File: src/rtl/core_pkg.sv
// core_pkg: shared opcodes, state encoding, field positions and control bundle for the RISC controller
package core_pkg;
  localparam logic [3:0] OP_ADD  = 4'h0;
  localparam logic [3:0] OP_SUB  = 4'h1;
  localparam logic [3:0] OP_AND  = 4'h2;
  localparam logic [3:0] OP_OR   = 4'h3;
  localparam logic [3:0] OP_LDI  = 4'h4;
  localparam logic [3:0] OP_ST   = 4'h5;
  localparam logic [3:0] OP_LD   = 4'h6;
  localparam logic [3:0] OP_JMP  = 4'h7;
  localparam logic [3:0] OP_BEQZ = 4'h8;
  localparam logic [3:0] OP_HALT = 4'hF;
  localparam int OP_LSB  = 12;
  localparam int RD_LSB  = 8;
  localparam int RS1_LSB = 4;
  localparam int RS2_LSB = 0;
  localparam int IMM_LSB = 0;
  localparam int FLD_W   = 4;
  localparam int IMM_W   = 8;
  localparam logic [1:0] WSEL_ALU = 2'd0;
  localparam logic [1:0] WSEL_IMM = 2'd1;
  localparam logic [1:0] WSEL_MEM = 2'd2;
  localparam logic [1:0] ALU_ADD = 2'd0;
  localparam logic [1:0] ALU_SUB = 2'd1;
  localparam logic [1:0] ALU_AND = 2'd2;
  localparam logic [1:0] ALU_OR  = 2'd3;
  typedef enum logic [2:0] {S_IDLE, S_FETCH, S_DECODE, S_EXEC, S_MEM, S_WB, S_HALT} state_e;
  typedef struct packed {
    logic             is_alu;
    logic             is_ldi;
    logic             is_st;
    logic             is_ld;
    logic             is_jmp;
    logic             is_beqz;
    logic             is_halt;
    logic             illegal;
    logic [3:0]       rd;
    logic [3:0]       ra;
    logic [3:0]       rb;
    logic [1:0]       wsel;
    logic [1:0]       alu_op;
    logic [IMM_W-1:0] imm;
  } ctrl_t;
endpackage

File: src/rtl/core_decode.sv
// core_decode: combinational instruction-register to control-bundle decode
module core_decode import core_pkg::*; (
  input  logic [15:0] ir,
  output ctrl_t       ctrl
);
  logic [3:0] op;
  assign op = ir[OP_LSB +: FLD_W];
  always_comb begin
    ctrl.is_alu  = op inside {OP_ADD, OP_SUB, OP_AND, OP_OR};
    ctrl.is_ldi  = op == OP_LDI;
    ctrl.is_st   = op == OP_ST;
    ctrl.is_ld   = op == OP_LD;
    ctrl.is_jmp  = op == OP_JMP;
    ctrl.is_beqz = op == OP_BEQZ;
    ctrl.is_halt = op == OP_HALT;
    ctrl.illegal = !(ctrl.is_alu || ctrl.is_ldi || ctrl.is_st || ctrl.is_ld ||
                     ctrl.is_jmp || ctrl.is_beqz || ctrl.is_halt);
    ctrl.rd      = ir[RD_LSB +: FLD_W];
    ctrl.ra      = (ctrl.is_st || ctrl.is_beqz) ? ir[RD_LSB +: FLD_W] : ir[RS1_LSB +: FLD_W];
    ctrl.rb      = ir[RS2_LSB +: FLD_W];
    ctrl.wsel    = ctrl.is_ldi ? WSEL_IMM : ctrl.is_ld ? WSEL_MEM : WSEL_ALU;
    ctrl.alu_op  = ctrl.is_alu ? op[1:0] : ALU_ADD;
    ctrl.imm     = ir[IMM_LSB +: IMM_W];
  end
endmodule

File: src/rtl/core_ctrl_fsm.sv
// core_ctrl_fsm: multi-cycle fetch/decode/exec/mem/wb controller owning PC and IR
module core_ctrl_fsm import core_pkg::*; #(
  parameter int PC_W   = 8,
  parameter int ADDR_W = 8
) (
  input  logic              clk,
  input  logic              rst_n,
  input  logic              start,
  output logic [PC_W-1:0]   pc,
  input  logic [15:0]       instr,
  output logic [3:0]        rf_raddr_a,
  output logic [3:0]        rf_raddr_b,
  input  logic              rf_a_zero,
  output logic              rf_we,
  output logic [3:0]        rf_waddr,
  output logic [1:0]        rf_wsel,
  output logic [7:0]        imm,
  output logic [1:0]        alu_op,
  output logic              mem_req,
  output logic              mem_we,
  output logic [ADDR_W-1:0] mem_addr,
  input  logic              mem_ready,
  output logic              busy,
  output logic              halted,
  output logic              illegal
);
  state_e           state_q, state_d;
  logic [PC_W-1:0]  pc_q, pc_d;
  logic [15:0]      ir_q, ir_d;
  logic             illegal_q, illegal_d;
  ctrl_t            dec;
  core_decode u_decode (.ir(ir_q), .ctrl(dec));
  always_comb begin
    state_d   = state_q;
    pc_d      = pc_q;
    ir_d      = ir_q;
    illegal_d = illegal_q;
    case (state_q)
      S_IDLE:   state_d = start ? S_FETCH : S_IDLE;
      S_FETCH: begin
        ir_d    = instr;
        pc_d    = pc_q + 1'b1;
        state_d = S_DECODE;
      end
      S_DECODE: begin
        state_d   = (dec.illegal || dec.is_halt) ? S_HALT :
                    dec.is_jmp                   ? S_FETCH :
                    dec.is_ldi                   ? S_WB :
                    (dec.is_st || dec.is_ld)     ? S_MEM : S_EXEC;
        pc_d      = dec.is_jmp ? PC_W'(dec.imm) : pc_q;
        illegal_d = illegal_q | dec.illegal;
      end
      S_EXEC: begin
        state_d = dec.is_beqz ? S_FETCH : S_WB;
        pc_d    = (dec.is_beqz && rf_a_zero) ? PC_W'(dec.imm) : pc_q;
      end
      S_MEM:    state_d = !mem_ready ? S_MEM : dec.is_ld ? S_WB : S_FETCH;
      S_WB:     state_d = S_FETCH;
      default:  state_d = S_HALT;
    endcase
  end
  always_ff @(posedge clk or negedge rst_n)
    if (!rst_n) begin
      state_q   <= S_IDLE;
      pc_q      <= '0;
      ir_q      <= '0;
      illegal_q <= 1'b0;
    end else begin
      state_q   <= state_d;
      pc_q      <= pc_d;
      ir_q      <= ir_d;
      illegal_q <= illegal_d;
    end
  assign pc         = pc_q;
  assign rf_raddr_a = dec.ra;
  assign rf_raddr_b = dec.rb;
  assign rf_we      = state_q == S_WB;
  assign rf_waddr   = dec.rd;
  assign rf_wsel    = dec.wsel;
  assign imm        = dec.imm;
  assign alu_op     = dec.alu_op;
  assign mem_req    = state_q == S_MEM;
  assign mem_we     = mem_req && dec.is_st;
  assign mem_addr   = ADDR_W'(dec.imm);
  assign busy       = !(state_q == S_IDLE || state_q == S_HALT);
  assign halted     = state_q == S_HALT;
  assign illegal    = illegal_q;
endmodule

File: config.mk
export PLATFORM = sky130hd
export DESIGN_NAME = core_ctrl_fsm
export DESIGN_NICKNAME = d
export VERILOG_FILES = /design/src/rtl/core_pkg.sv /design/src/rtl/core_decode.sv /design/src/rtl/core_ctrl_fsm.sv
export SDC_FILE = /design/constraint.sdc
export NUM_CORES = 1
export LEC_CHECK = 0
export CAP_MARGIN = 20
export CORE_MARGIN = 4
export CORE_UTILIZATION = 40
export DETAILED_ROUTE_END_ITERATION = 8
export GPL_ROUTABILITY_DRIVEN = 0
export GPL_TIMING_DRIVEN = 0
export PLACE_DENSITY_LB_ADDON = 0.1
export SLEW_MARGIN = 30
export SYNTH_ARGS = -nofsm -noshare
export SYNTH_HDL_FRONTEND = slang
export SYNTH_HIERARCHICAL = 1
export SYNTH_SLANG_ARGS = --single-unit
File: constraint.sdc
create_clock -name clk -period 2 [get_ports clk]
set_clock_uncertainty 0.05 [all_clocks]
set_input_delay 0.5 -clock clk [delete_from_list [all_inputs] [get_ports clk]]
set_output_delay 0.5 -clock clk [all_outputs]
set_load 0.05 [all_outputs]
# Word level (Yosys, flattened, before mapping)

Index checks and enable logic that the tools add are counted.

Output and inout port bits: 46
Register bits after elaboration: 28
Input bits: 21
Logic and storage cells: 58

Reduce and logical (&&, ||, !) cells: 19
Multiplexer cells: 16
Bitwise gates (word level): 1
$add $sub $neg: 1
Equality and inequality tests: 17

Operators by type and width:

| operator                                       | count |
|---|---|
| one-hot mux 8 bit (3 select lines)             | 1 |
| 2-to-1 mux 3 bit                               | 7 |
| one-hot mux 3 bit (6 select lines)             | 1 |
| == test 4 x 3 -> 1 bit (second input constant) | 4 |
| 2-to-1 mux 8 bit                               | 2 |
| logical OR 1 bit                               | 10 |
| == test 3 bit (second input constant)          | 3 |
| adder 8 x 1 -> 8 bit (second input constant)   | 1 |
| == test 4 x 2 -> 1 bit (second input constant) | 2 |
| == test 4 bit (second input constant)          | 2 |
| == test 3 x 2 -> 1 bit (second input constant) | 2 |
| 2-to-1 mux 2 bit                               | 3 |
| == test 4 x 1 -> 1 bit (second input constant) | 1 |
| zero test 4 bit                                | 1 |
| 2-to-1 mux 4 bit                               | 1 |
| != test 2 bit (second input constant)          | 2 |
| nonzero test 4 bit                             | 1 |
| == test 3 x 1 -> 1 bit (second input constant) | 1 |
| zero test 3 bit                                | 1 |
| AND reduction 3 bit                            | 1 |
| nonzero test 3 bit                             | 1 |
| logical AND 1 bit                              | 2 |
| zero test 1 bit                                | 2 |
| 2-to-1 mux 1 bit                               | 1 |
| OR 1 bit                                       | 1 |

# Logic depth before layout (Yosys ltp)

Gate-level depths: netlist of run 1.

Word-level depth: 12
Depth in mapped cells: 8
Depth with buffers taken out: 6

# Hierarchy

The synthesis of run 1 kept the hierarchy.

By module, submodules not included:

| module        | area each (sq um) | instances | cells an instance |
|---|---|---|---|
| core_ctrl_fsm | 1,446.4           | 1         | 137 |
| core_decode   | 327.8             | 1         | 39 |

# Worst setup path before layout of run 1

No wires, ideal clock.

Path kind: reg-to-output
From: register state_q[2]
To: output mem_we
Arrival: 2.467 ns
Slack: -1.017 ns
Path buffers: 1
Cell stages (with the launch flop): 4
Cell sequence: dfrtp_1 -> clkbuf_1 -> nor3b_1 -> and2_1

Word-level cells in the longest chain between the ends: 2

Ends and longest elaborated chain:

| element                | RTL line            | text |
|---|---|---|
| from (decl)            | core_ctrl_fsm.sv:27 | `state_e state_q, state_d;` |
| from (signal assigned) | core_ctrl_fsm.sv:69 | `state_q <= state_d;` |
| == test 3 bit          | core_ctrl_fsm.sv:82 | `assign mem_req = state_q == S_MEM;` |
| via mem_req            | core_ctrl_fsm.sv:19 | `output logic mem_req,` |
| logical AND 1 bit      | core_ctrl_fsm.sv:83 | `assign mem_we = mem_req && dec.is_st;` |
| to (decl)              | core_ctrl_fsm.sv:20 | `output logic mem_we,` |

The timed path passes the listed nets, and every way through them passes these cells.

==> impl_metrics.ini, run 1 <==
[setup_path]
critPathRequiredTime_ns = 1.45
cp-end-kind = primary output
crit_fanout = 6
cp_data_arrival_time_ns = 1.70
critPathLaunchType = register
crit_type = register to primary output

[routing]
wl_per_cell_um = 14.6
ant_nets = 0
routed_wl_um = 4590
drc = 0
vias = 1596
drt_pass1_iterations = 4
via_per_inst = 5.07
drt_iter0_markers = 64

[clock_tree]
cts_tree = built
clockRootBuffer = clkbuf_8
clk_latency_ns = 0.28
hold_buffers = 0
htreeDepth = 1
cts_buffers = 3
cts.sinks = 28
cts_buffer_depth = 2
clk_pin_slew_ns = 0.10

[status]
violations = negative setup slack
status = finished with violations

[sta]
setup_viol = 4
fmax_mhz = 445
finalHoldViolCount = 0
tightestPinTransition_ns = 0.645
slew_headroom_pct = 57.0
post-route-period-util_pct = 112
setup_ws_ns = -0.249
rsz0062_at_grt = yes
period_minus_slack_ns = 2.25
slew_violations = 0

[die]
die_area_mm2 = 0.00557
row_count = 23
num_io_pins = 67
start_util_pct = 42.8
core-area_mm2 = 0.00414
die_y_um = 74.6
dieWidth_um = 74.6

[synth]
yosys.cell_count.top_type = dfrtp_1
yosysUniqueCellTypes = 45
yosysTopAreaCell = dfrtp_1
syn_inst = 176
synth-edff-count = 0
async_flop_share_pct = 100
yosysTopAreaCellShare_pct = 39.5
synth_area_mm2 = 0.00177
synthesis.nets = 198
synth-seq-cells = 28
syn_area_per_cell_um2 = 10.1
synth_warnings = 6
synth_common_cells = dfrtp_1 (28), buf_4 (27), mux2_2 (15)
ys.flop_type = dfrtp_1
synth_area_leaders = dfrtp_1 (39%), buf_4 (11%), mux2_2 (9.5%), a21oi_1 (3.7%), mux2_4 (3.4%)
synth_seq_area_share_pct = 39.5

[global_route]
grt_pass1_vias = 1470
grt_first_pass_wirelength_um = 7000
grt_overflow_total = 0
antenna_found_initial = 0
grt_start_max_net_pins = 29
grt_use_total_pct = 16.3

[placed_design]
dp_hpwl_um = 3110
io_buffers = 66
placed_area_mm2 = 0.00252

[final_layout]
layout-drive-gt1-share_pct = 48.3
num-nets-final = 288
stdcell_area_mm2 = 0.00278
antenna-diode-count = 0
area_growth_pct = 56.8

[run]
maxCapViolCount = 0

[min_path]
holdCritPathClass = primary input to asynchronous set/reset pin
## repair_timing
action	CTS	global route
pin swaps	3	9
buffers inserted	10	9
endpoints found under the setup margin	50	27
gates cloned	0	1
resized for setup	114	44
## layout make-up
type | count | area (um2)
well taps | 50 | 62.6
inverters | 4 | 15.0
repair buffers | 86 | 743
clock buffers | 3 | 41.3
plain buffers | 31 | 248
fillers | 350 | 1360
clock inverters | 1 | 30.0
flip-flops and latches | 28 | 706
multi-input cells | 112 | 936
## logic make-up after synthesis
group | Yosys count | synth area share (%)
and+or+nand+nor | 52 | 18.1
DFF | 28 | 39.5
adders and majority gates | 1 | 0.705
AOI/OAI and AO/OA | 38 | 13.3
buffers and inverters | 36 | 14.3
muxes | 21 | 14.1
## per-layer routing
layer	global-route usage (%)	vias to the layer above	part of all wire [%]
met5	0	-	0
met1	22.1	770	44
met2	25.9	40	50
met3	5.41	2	6.4
met4	2.96	0	0.44
li1	-	784	-
## metrics by stage
stage	hold WS (ns)	utilization, %	setup TNS (ns)	std cells	setup slack (ns)
5_1_grt	0.224	67.1	-2.06	315	-0.354
2_1_floorplan	0.154	-	-0.333	176	-0.291
3_5_place_dp	0.426	60.8	-4.81	292	-0.578
3_3_place_gp	0.427	60.9	-7.80	292	-0.593
6_report	0.183	67.1	-0.979	315	-0.249
4_1_cts	0.199	63.3	-1.17	305	-0.297
## flip-flops by register name (all words and copies together) (netlist names)
signal	cells
ir_q	16
state_q	3
pc	8
illegal	1
## path summary, 6_finish.rpt
| kind | start | endpoint | slack, ns | depth (start not counted) |
|---|---|---|---|---|
| max | ir_q[14] | rf_raddr_a[1] | -0.25 | 4 |
| min in group clk | illegal | illegal | 0.44 | 1 |
| min reg2reg | illegal | illegal | 0.44 | 1 |
| min | rst_n | state_q[0] | 0.18 | 1 |
| max in group asynchronous | rst_n | ir_q[13] | 1.26 | 1 |
| max reg2reg | ir_q[14] | pc[6] | 0.05 | 7 |
## worst max-delay path, cell delays in order, from the launching register on
cell     delay, ns
dfrtp_2       0.47
nor4b_4       0.36
nor2_4        0.12
mux2_4        0.32
buf_8         0.15
## cells in the final DEF (no fill, tap or decap), types with 2 or more instances in the layout
cell | synthesis | layout
inv_1 | 3 | 3
nand2b_1 | 5 | 5
nand2_1 | 12 | 11
dfrtp_2 | 0 | 4
a21oi_1 | 13 | 5
clkbuf_8 | 0 | 4
dfrtp_1 | 28 | 24
buf_8 | 0 | 2
o22ai_1 | 3 | 3
nor3_4 | 1 | 2
clkdlybuf4s15_1 | 0 | 2
buf_2 | 2 | 6
nor2_4 | 1 | 2
mux2_2 | 15 | 15
buf_4 | 27 | 46
mux2_4 | 4 | 4
nor2b_1 | 2 | 2
o21ai_0 | 11 | 10
buf_6 | 2 | 8
nor2_1 | 8 | 6
nand3_1 | 5 | 5
clkdlybuf4s50_1 | 0 | 19
a21oi_2 | 1 | 9
dlygate4sd2_1 | 0 | 26
nor3b_2 | 0 | 3
clkbuf_2 | 0 | 5
Power of run 1 is left out: the tool's default activity adds up to more than one toggle a clock period on the data nets, which glitch-free logic cannot reach.
==> run 2, diff against run 1 <==
- ABC_CLOCK_PERIOD_IN_PS: not set -> 2000
==> results of run 2 <==
No change in the layout: final DEF, timing and power equal those of run 1.
Power of run 2 is left out for the same reason.
==> run 3, diff against run 2 <==
- ABC_CLOCK_PERIOD_IN_PS: 2000 -> 2600
- clock period: 2 -> 2.6 ns (I/O delays scaled with it)
==> impl_metrics.ini, run 3 (synthesized netlist as in run 1, its figures left out) <==
[status]
status = complete, no violations

[routing]
via_per_inst = 5.11
vias = 1512
routed_wl_um = 4070
drc = 0
drt_pass1_iterations = 4
ant_nets = 0
wl_per_cell_um = 13.8
drt_iter0_markers = 90

[final_layout]
area_growth_pct = 43.6
top_register = ir_q
num-nets-final = 269
layout_commonest_cell = clkdlybuf4s50_1
layout-drive-gt1-share_pct = 31.3
largest_reg_flops = 16
final_cell_mix = clkdlybuf4s50_1 (52), buf_4 (28), dfrtp_1 (27)
fillerInstances = 392
antenna-diode-count = 0

[setup_path]
cp-end-kind = primary output
crit_fanout = 9
critPathRequiredTime_ns = 1.90
reg2reg_depth = 8
crit_type = register to primary output
critPathLaunchType = register
cp_data_arrival_time_ns = 1.80

[global_route]
grt_use_met2_pct = 24.4
grt_pass1_vias = 1412
grt_start_max_net_pins = 29
grt_first_pass_wirelength_um = 6780
grt_use_total_pct = 15.4
grt_overflow_total = 0
met3_usage_pct = 5.54
grt-busiest-layer = met2
antenna_found_initial = 0
grtUsageMet1_pct = 21.1

[clock_tree]
hold_buffers = 0
clk_latency_ns = 0.27
clockRootBuffer = clkbuf_8
cts_buffers = 3
cts_buffer_depth = 2
htreeDepth = 1
cts_tree = built
clk_pin_slew_ns = 0.10
cts.sinks = 28

[die]
core-area_mm2 = 0.00414
num_io_pins = 67
row_count = 23
dieWidth_um = 74.6
start_util_pct = 42.8
die_area_mm2 = 0.00557
die_y_um = 74.6

[sta]
slew_violations = 0
slew_headroom_pct = 58.2
tightestPinTransition_ns = 0.627
finalHoldViolCount = 0
fin_setup_tns_ns = 0
period_minus_slack_ns = 2.50
fmax_mhz = 400
post-route-period-util_pct = 96.2
setup_viol = 0
rsz0062_at_grt = no

[run]
maxCapViolCount = 0

[placed_design]
dp_hpwl_um = 3130
io_buffers = 66

[min_path]
holdCritPathClass = primary input to asynchronous set/reset pin
==> run 3: cell types whose count changed in the layout (fill, tap and decap cells not counted), sizes merged <==
cell	before	now
clkbuf	10	7
clkdlybuf4s50	19	52
clkdlybuf4s15	3	1
buf	62	36
dlygate4sd2	26	3
dlymetal6s2s	0	2
==> run 3: path summary, 6_finish.rpt <==
path	from	to	slack, ns
setup / recovery	ir_q[12]	rf_raddr_a[3]	0.1
hold / removal	rst_n	state_q[0]	0.33
setup reg to reg	ir_q[12]	pc[2]	0.55
hold reg to reg	illegal	illegal	0.44
max in group asynchronous	rst_n	ir_q[13]	1.72
min in group clk	illegal	illegal	0.44
==> run 3: cell type report <==
type	count	area (um2)	share of cell area (%)
Clock inverter	1	30.0	1.18
Tap cell	50	62.6	2.46
Sequential cell	28	702	27.6
Clock buffer	3	41.3	1.62
Multi-Input combinational cell	112	831	32.6
Buffer	31	235	9.23
Timing Repair Buffer	67	631	24.8
Inverter	4	15.0	0.589
==> run 3: layer usage <==
| layer | wire [um] | vias up |
|---|---|---|
| met4 | 17 | 0 |
| met2 | 1920 | 51 |
| li1 | - | 741 |
| met1 | 1800 | 718 |
| met5 | 0 | - |
| met3 | 344 | 2 |
==> run 3: what timing repair did <==
| item | 4_1_cts | 5_1_grt |
|---|---|---|
| setup buffers | 1 | 0 |
| resized for setup | 26 | 11 |
| setup endpoints to repair | 11 | 8 |
| pin swaps | 1 | 0 |
==> run 3: worst max-delay path: stages, from the launching register on <==
cell	delay (ns)
dfrtp_1	0.40
buf_6	0.14
and4bb_4	0.23
nor2_4	0.20
mux2_4	0.31
clkbuf_2	0.24
==> run 3: through the flow <==
step	setup WS [ns]	hold slack [ns]	cell area, um2	std cells	util, %
final	0.0995	0.327	2550	296	61.5
after global routing	0.0174	0.365	2550	296	61.5
after CTS	-0.114	0.354	2560	297	61.8
after detailed placement	-0.147	0.425	2500	292	60.4
after global placement	-0.133	0.420	2510	292	60.5
after floorplan	0.0325	0.304	1790	176	-
Power of run 3 is left out for the same reason.
